$ cat src/rtl/reg_bus_ctrl.sv
// Bus-side controller for a bank of registers sharing one OR-combined data bus.
// Serves READ / WRITE / MOVE one at a time. Optional bus-idle checker: REG_BUS_CHECK_EN.
`ifndef WORD_WIDTH
`define WORD_WIDTH 8
`endif

module reg_bus_ctrl #(
    parameter int word_width = `WORD_WIDTH,
    parameter int num_regs   = 8,
    parameter int addr_width = 3
) (
    input  logic                  clk,
    input  logic                  rst,
    input  logic                  req_valid,
    output logic                  req_ready,
    input  logic [1:0]            req_op,
    input  logic [addr_width-1:0] req_src,
    input  logic [addr_width-1:0] req_dst,
    input  logic [word_width-1:0] req_wdata,
    output logic                  resp_valid,
    output logic [word_width-1:0] resp_data,
    output logic                  resp_err,
    output logic [num_regs-1:0]   reg_oe,
    output logic [num_regs-1:0]   reg_we,
    output logic [word_width-1:0] bus_out,
    input  logic [word_width-1:0] bus_in,
    output logic                  bus_fault
);

    typedef enum logic [2:0] {
        IDLE,
        RD,
        WR,
        MV_RD,
        MV_WR,
        RESP
    } state_t;

    localparam logic [1:0] OP_READ  = 2'b00;
    localparam logic [1:0] OP_WRITE = 2'b01;
    localparam logic [1:0] OP_MOVE  = 2'b10;

    localparam logic [addr_width:0] NUM_REGS_L = (addr_width + 1)'(num_regs);

    state_t                  state_reg;
    logic                    ready_reg;
    logic                    resp_valid_reg;
    logic                    resp_err_reg;
    logic [word_width-1:0]   resp_data_reg;
    logic [num_regs-1:0]     oe_reg;
    logic [num_regs-1:0]     we_reg;
    logic [word_width-1:0]   bus_out_reg;
    logic [word_width-1:0]   wdata_reg;
    logic [word_width-1:0]   hold_reg;
    logic                    err_pend_reg;

    logic [num_regs-1:0]     src_dec_req;
    logic [num_regs-1:0]     dst_dec_req;
    logic [num_regs-1:0]     dst_dec_reg;
    logic [addr_width-1:0]   dst_reg;
    logic                    src_bad;
    logic                    dst_bad;
    logic                    cmd_bad;

    // One-hot decoders: request-side feed the accept edge, held dst feeds MV_WR.
    genvar gi;
    generate
        for (gi = 0; gi < num_regs; gi++) begin : g_dec
            assign src_dec_req[gi] = (req_src == addr_width'(gi));
            assign dst_dec_req[gi] = (req_dst == addr_width'(gi));
            assign dst_dec_reg[gi] = (dst_reg == addr_width'(gi));
        end
    endgenerate

    assign src_bad = ({1'b0, req_src} >= NUM_REGS_L);
    assign dst_bad = ({1'b0, req_dst} >= NUM_REGS_L);

    always_comb begin
        cmd_bad = 1'b0;
        case (req_op)
            OP_READ:  cmd_bad = src_bad;
            OP_WRITE: cmd_bad = dst_bad;
            OP_MOVE:  cmd_bad = src_bad | dst_bad;
            default:  cmd_bad = 1'b1;
        endcase
    end

    // Strobes are cleared by default each cycle, so every pulse lasts exactly one cycle.
    always_ff @(posedge clk) begin
        if (rst) begin
            state_reg      <= IDLE;
            ready_reg      <= 1'b1;
            resp_valid_reg <= 1'b0;
            resp_err_reg   <= 1'b0;
            resp_data_reg  <= '0;
            oe_reg         <= '0;
            we_reg         <= '0;
            bus_out_reg    <= '0;
            wdata_reg      <= '0;
            hold_reg       <= '0;
            dst_reg        <= '0;
            err_pend_reg   <= 1'b0;
        end else begin
            resp_valid_reg <= 1'b0;
            resp_err_reg   <= 1'b0;
            oe_reg         <= '0;
            we_reg         <= '0;
            bus_out_reg    <= '0;
            case (state_reg)
                IDLE: begin
                    if (req_valid && ready_reg) begin
                        ready_reg    <= 1'b0;
                        dst_reg      <= req_dst;
                        wdata_reg    <= req_wdata;
                        err_pend_reg <= cmd_bad;
                        if (cmd_bad) begin
                            state_reg <= RESP;
                        end else begin
                            case (req_op)
                                OP_READ: begin
                                    state_reg <= RD;
                                    oe_reg    <= src_dec_req;
                                end
                                OP_WRITE: begin
                                    state_reg   <= WR;
                                    we_reg      <= dst_dec_req;
                                    bus_out_reg <= req_wdata;
                                end
                                default: begin
                                    state_reg <= MV_RD;
                                    oe_reg    <= src_dec_req;
                                end
                            endcase
                        end
                    end
                end
                RD: begin
                    resp_data_reg <= bus_in;
                    state_reg     <= RESP;
                end
                WR: begin
                    resp_data_reg <= wdata_reg;
                    state_reg     <= RESP;
                end
                MV_RD: begin
                    // bus_in is what hold_reg captures this edge, so it can drive the write directly.
                    hold_reg    <= bus_in;
                    we_reg      <= dst_dec_reg;
                    bus_out_reg <= bus_in;
                    state_reg   <= MV_WR;
                end
                MV_WR: begin
                    resp_data_reg <= hold_reg;
                    state_reg     <= RESP;
                end
                RESP: begin
                    resp_valid_reg <= 1'b1;
                    resp_err_reg   <= err_pend_reg;
                    ready_reg      <= 1'b1;
                    state_reg      <= IDLE;
                end
                default: begin
                    ready_reg <= 1'b1;
                    state_reg <= IDLE;
                end
            endcase
        end
    end

    assign req_ready  = ready_reg;
    assign resp_valid = resp_valid_reg;
    assign resp_err   = resp_err_reg;
    assign resp_data  = resp_data_reg;
    assign reg_oe     = oe_reg;
    assign reg_we     = we_reg;
    assign bus_out    = bus_out_reg;

`ifdef REG_BUS_CHECK_EN
    // Any nonzero bus value while no register is enabled means contention; sticky until reset.
    logic bus_fault_reg;

    always_ff @(posedge clk) begin
        if (rst) begin
            bus_fault_reg <= 1'b0;
        end else if ((oe_reg == '0) && (bus_in != '0)) begin
            bus_fault_reg <= 1'b1;
        end
    end

    assign bus_fault = bus_fault_reg;
`else
    assign bus_fault = 1'b0;
`endif

endmodule

$ cat config.mk
export PLATFORM = sky130hd
export DESIGN_NAME = reg_bus_ctrl
export DESIGN_NICKNAME = d
export VERILOG_FILES = /design/src/rtl/reg_bus_ctrl.sv
export SDC_FILE = /design/constraint.sdc
export NUM_CORES = 1
export LEC_CHECK = 0
export ABC_AREA = 1
export ABC_CLOCK_PERIOD_IN_PS = 3300
export BUFFER_PORTS_ARGS = -buffer_cell sky130_fd_sc_hd__clkbuf_2
export CELL_PAD_IN_SITES_DETAIL_PLACEMENT = 1
export CELL_PAD_IN_SITES_GLOBAL_PLACEMENT = 2
export CORE_ASPECT_RATIO = 0.6
export CORE_MARGIN = 8
export CORE_UTILIZATION = 31
export DETAILED_ROUTE_END_ITERATION = 8
export PLACE_DENSITY_LB_ADDON = 0.1
export SLEW_MARGIN = 25
export SYNTH_ARGS = -nofsm -noshare
export SYNTH_HDL_FRONTEND = slang
export SYNTH_SLANG_ARGS = --single-unit
$ cat constraint.sdc
create_clock -name clk -period 3.3 [get_ports clk]
set_input_delay 0 -clock clk [delete_from_list [all_inputs] [get_ports clk]]
set_output_delay 0 -clock clk [all_outputs]
set_load 0.01 [all_outputs]
==> results.md <==
- The total of flip-flops plus latches after synthesis is 58.
- The number of search-and-repair iterations in the first detailed-routing pass is 4.
- The post-synth net total is 379.
- At the worst endpoint, the required time is 3510 ps.
- The count of nets left with antenna violations once routing finished came out at 0.
- The clock tree root buffer cell is sky130_fd_sc_hd__clkbuf_16.
- After synthesis, the cell types taking the most area are sky130_fd_sc_hd__dfxtp_1 45%, sky130_fd_sc_hd__nand2_1 13%, sky130_fd_sc_hd__nor2_1 8.4%.
- The run finished with clean final reports.
- The area growth from synthesis to layout is 35.9%.
- The number of setup buffers added after CTS is 0.
- The core region is 7950 um^2.
- Setup violations remaining at the end of the flow were counted as 0.
- The post-synthesis average cell area is 7.34 um^2.
- The power density relative to cell area is 751 nW/um^2.
- The worst-skew pair later-pin latency is 330 ps.
- In the final routed layout, each cell accounts on average for 15.1 um.
- Of the total synthesized cell area, the portion taken by AND, OR, NAND and NOR gates is 0.362.
- Setup repair after global routing left no endpoint under its margin.
- The clock passes through at most 2 buffers.
- Including well taps, the total number of placed cells is 502.
- In this run the tightest slew margin relative to its limit is 0.554.
- The first global-routing pass estimated 13.8 mm of wire.
- The count of pins over their slew limit is 0.
- The total DRC errors in the routed layout is 0.
- The via-per-instance ratio is 4.51.
- Power comes to 0.00261 W.
- The routed design could run at a clock period as short as 2700 ps.
- The measured slew at the worst slew-check pin is 669 ps.
- 0 antenna diodes ended up in the layout.
- The biggest area contributor in the post-synthesis netlist is sky130_fd_sc_hd__dfxtp_1.
- The fmax is 371 MHz.
- The worst path arrival time is 2910 ps.
- Of the available clock period, the critical path in the final layout requires 0.817.
- The number of placed I/O pins is 63.
- The summed negative setup slack over all endpoints is 0 ps.
- The complex-gate fraction of the synthesized area was 0.0762.
- Along the worst path, the maximum fanout reaches 14.
- After floorplanning, the core was divided into 25 placement rows.
- The class of the most critical hold timing path is primary input to register.
- The most frequently used flop master after synthesis is sky130_fd_sc_hd__dfxtp_1.
- In the synthesized netlist the async set-or-reset flop fraction comes to 0.
- The synthesized instance count is 349.
- The number of nets at the end of the flow is 462.
- In this run the static leakage power is 1.62 nW.
- The max-capacitance violation count is 0.
- Of the post-synthesis cell area, the dominant cell type holds 0.454.
- The via count of the first global-routing pass is 2636.
- The final hold slack is 7.94 ps.
- The floorplan step defined a die boundary enclosing 11500 um^2.
- The multiplexer share of the synthesized area is 0.
- The DRC marker count from the first detailed-route iteration is 117.
- Once placement finished, the instance area stood at 2890 um^2.
- For this block, the via count after detailed routing is 2460.
- The non-filler instance count after layout is 545.
- The total number of H-tree levels is 3.
- The count of clock tree sinks is 58.
- Counting instances in the post-synthesis netlist gives the leading cell types as 88 x sky130_fd_sc_hd__nand2_1, 58 x sky130_fd_sc_hd__dfxtp_1, 57 x sky130_fd_sc_hd__nor2_1.
- The main combinational cell family by area after synthesis is simple AND/OR/NAND/NOR gates.
- The initial antenna violation count is 0.
- Routability-driven placement finished with a final weighted congestion of 0.782.
- Global routing finished with a remaining overflow of 0.
- For this run, the number of Yosys warnings is 0.
- The overall die height is 86.4 um.
- The number of buffers added by the clock tree synthesis step is 9.
- The kind of start point of the critical path is a register.
- The number of flops mapped to enable cells by yosys is 0.
- The number of hold violations in the final report was 0.
- Gates resized during post-CTS repair numbered 0.
- Of the total synthesized cell area, the portion taken by XOR and XNOR cells is 0.
- The share of the Yosys chip area taken by registers is 0.454.
- The worst setup path is of the register to register kind.
- TritonCTS built the clock tree.
- Yosys mapped the design onto 30 distinct sky130hd cell types.
- The type of destination of the critical path is a register.
- Entering global routing, the biggest net connects 36 pins.
- The final worst clock skew is 5.49 ps.
- The post-synthesis adder-cell area fraction is 0.0147.
- The most common cell in the netlist is sky130_fd_sc_hd__nand2_1.
- The final non-filler cell area is 3480 um^2.
- The cell area that synthesis handed to floorplanning was 2560 um^2.
- Of the cells placed in the final design, the portion with a size suffix greater than 1 is 0.227.
- The initial utilization of the core area, before any placement, comes to 0.322.
- Once detailed placement completed, the half-perimeter wirelength came to 5.95 mm.
- IR analysis of the VDD net gives a maximum drop of 289 uV.
- The clock slew at the register clock pins of the worst setup and hold paths is 50 ps.
- The combined global-route utilization of all metal layers is 0.153.
- After detailed routing, the total wire length is 8.23 mm.
- The number of input and output port buffers inserted is 61.
- The overall die width is 133 um.
## cell families after synthesis
kind of cell / Yosys count
compound gates: 39
fa+ha+maj: 3
buf+inv: 48
flops: 58
other cells: 1
simple gates: 200
## layout by cell type (no fill, tap or decap), types with 2 or more instances in the layout
cell	Yosys	final
sky130_fd_sc_hd__nor2_2	5	5
sky130_fd_sc_hd__ha_1	3	3
sky130_fd_sc_hd__inv_1	28	28
sky130_fd_sc_hd__nand4_1	9	9
sky130_fd_sc_hd__nand2_1	88	88
sky130_fd_sc_hd__nor3_1	2	2
sky130_fd_sc_hd__clkbuf_2	0	61
sky130_fd_sc_hd__nand3_1	23	23
sky130_fd_sc_hd__dfxtp_1	58	58
sky130_fd_sc_hd__dlygate4sd3_1	0	27
sky130_fd_sc_hd__inv_2	2	2
sky130_fd_sc_hd__nand3_2	7	7
sky130_fd_sc_hd__nor2_1	57	57
sky130_fd_sc_hd__a21oi_1	34	34
sky130_fd_sc_hd__clkbuf_16	0	9
sky130_fd_sc_hd__bufinv_16	0	2
sky130_fd_sc_hd__o21ai_0	5	5
sky130_fd_sc_hd__clkinv_2	0	4
## area by class of cell
cell class              instances  area [um^2]
clock inverters                 6         80.1
clock buffers                  10          239
fillers                      1024         4470
repair buffers                 89          583
multi-input cells             243         1160
well taps                     108          135
flip-flops and latches         58         1160
inverters                      31          116
## worst paths after layout
| path | from | end | slack (ps) | depth (start not counted) |
|---|---|---|---|---|
| setup / recovery | state_reg[2] | bus_out[4] | 600 | 6 |
| setup reg to reg | state_reg[2] | bus_out[4] | 600 | 6 |
| hold reg to reg | wdata_reg[4] | wdata_reg[4] | 470 | 2 |
| hold / removal | req_dst[1] | dst_reg[1] | 8 | 3 |
## where the power goes
part           switching (W)  internal (W)
logic               0.000495      0.000237
registers          0.0000834      0.000796
clock network       0.000325      0.000675
## metrics by stage
step,worst slack (ps),utilization
final,603,0.438
after global routing,302,0.438
after CTS,623,0.438
after detailed placement,1120,0.364
after global placement,1270,0.364
after floorplan,2080,-
## critical path: stages, from the launching register on
cell and delay (ps):
sky130_fd_sc_hd__dfxtp_1 550, sky130_fd_sc_hd__inv_2 220, sky130_fd_sc_hd__nand3_1 460, sky130_fd_sc_hd__clkinv_1 460
sky130_fd_sc_hd__nand2_1 200, sky130_fd_sc_hd__a21oi_1 80, sky130_fd_sc_hd__dlygate4sd3_1 590
## per-layer routing
metal,global-route usage,vias up,share of wire
li1,-,1275,-
met1,0.201,1131,0.52
met2,0.224,46,0.42
met3,0.0629,8,0.051
met4,0.0456,0,0.010
met5,0,-,0
## timing repair
item,4_1_cts,5_1_grt
hold endpoints to repair,33,0
endpoints found under the setup margin,0,0
hold buffers,27,0
Power figures use the tool's default switching activity.
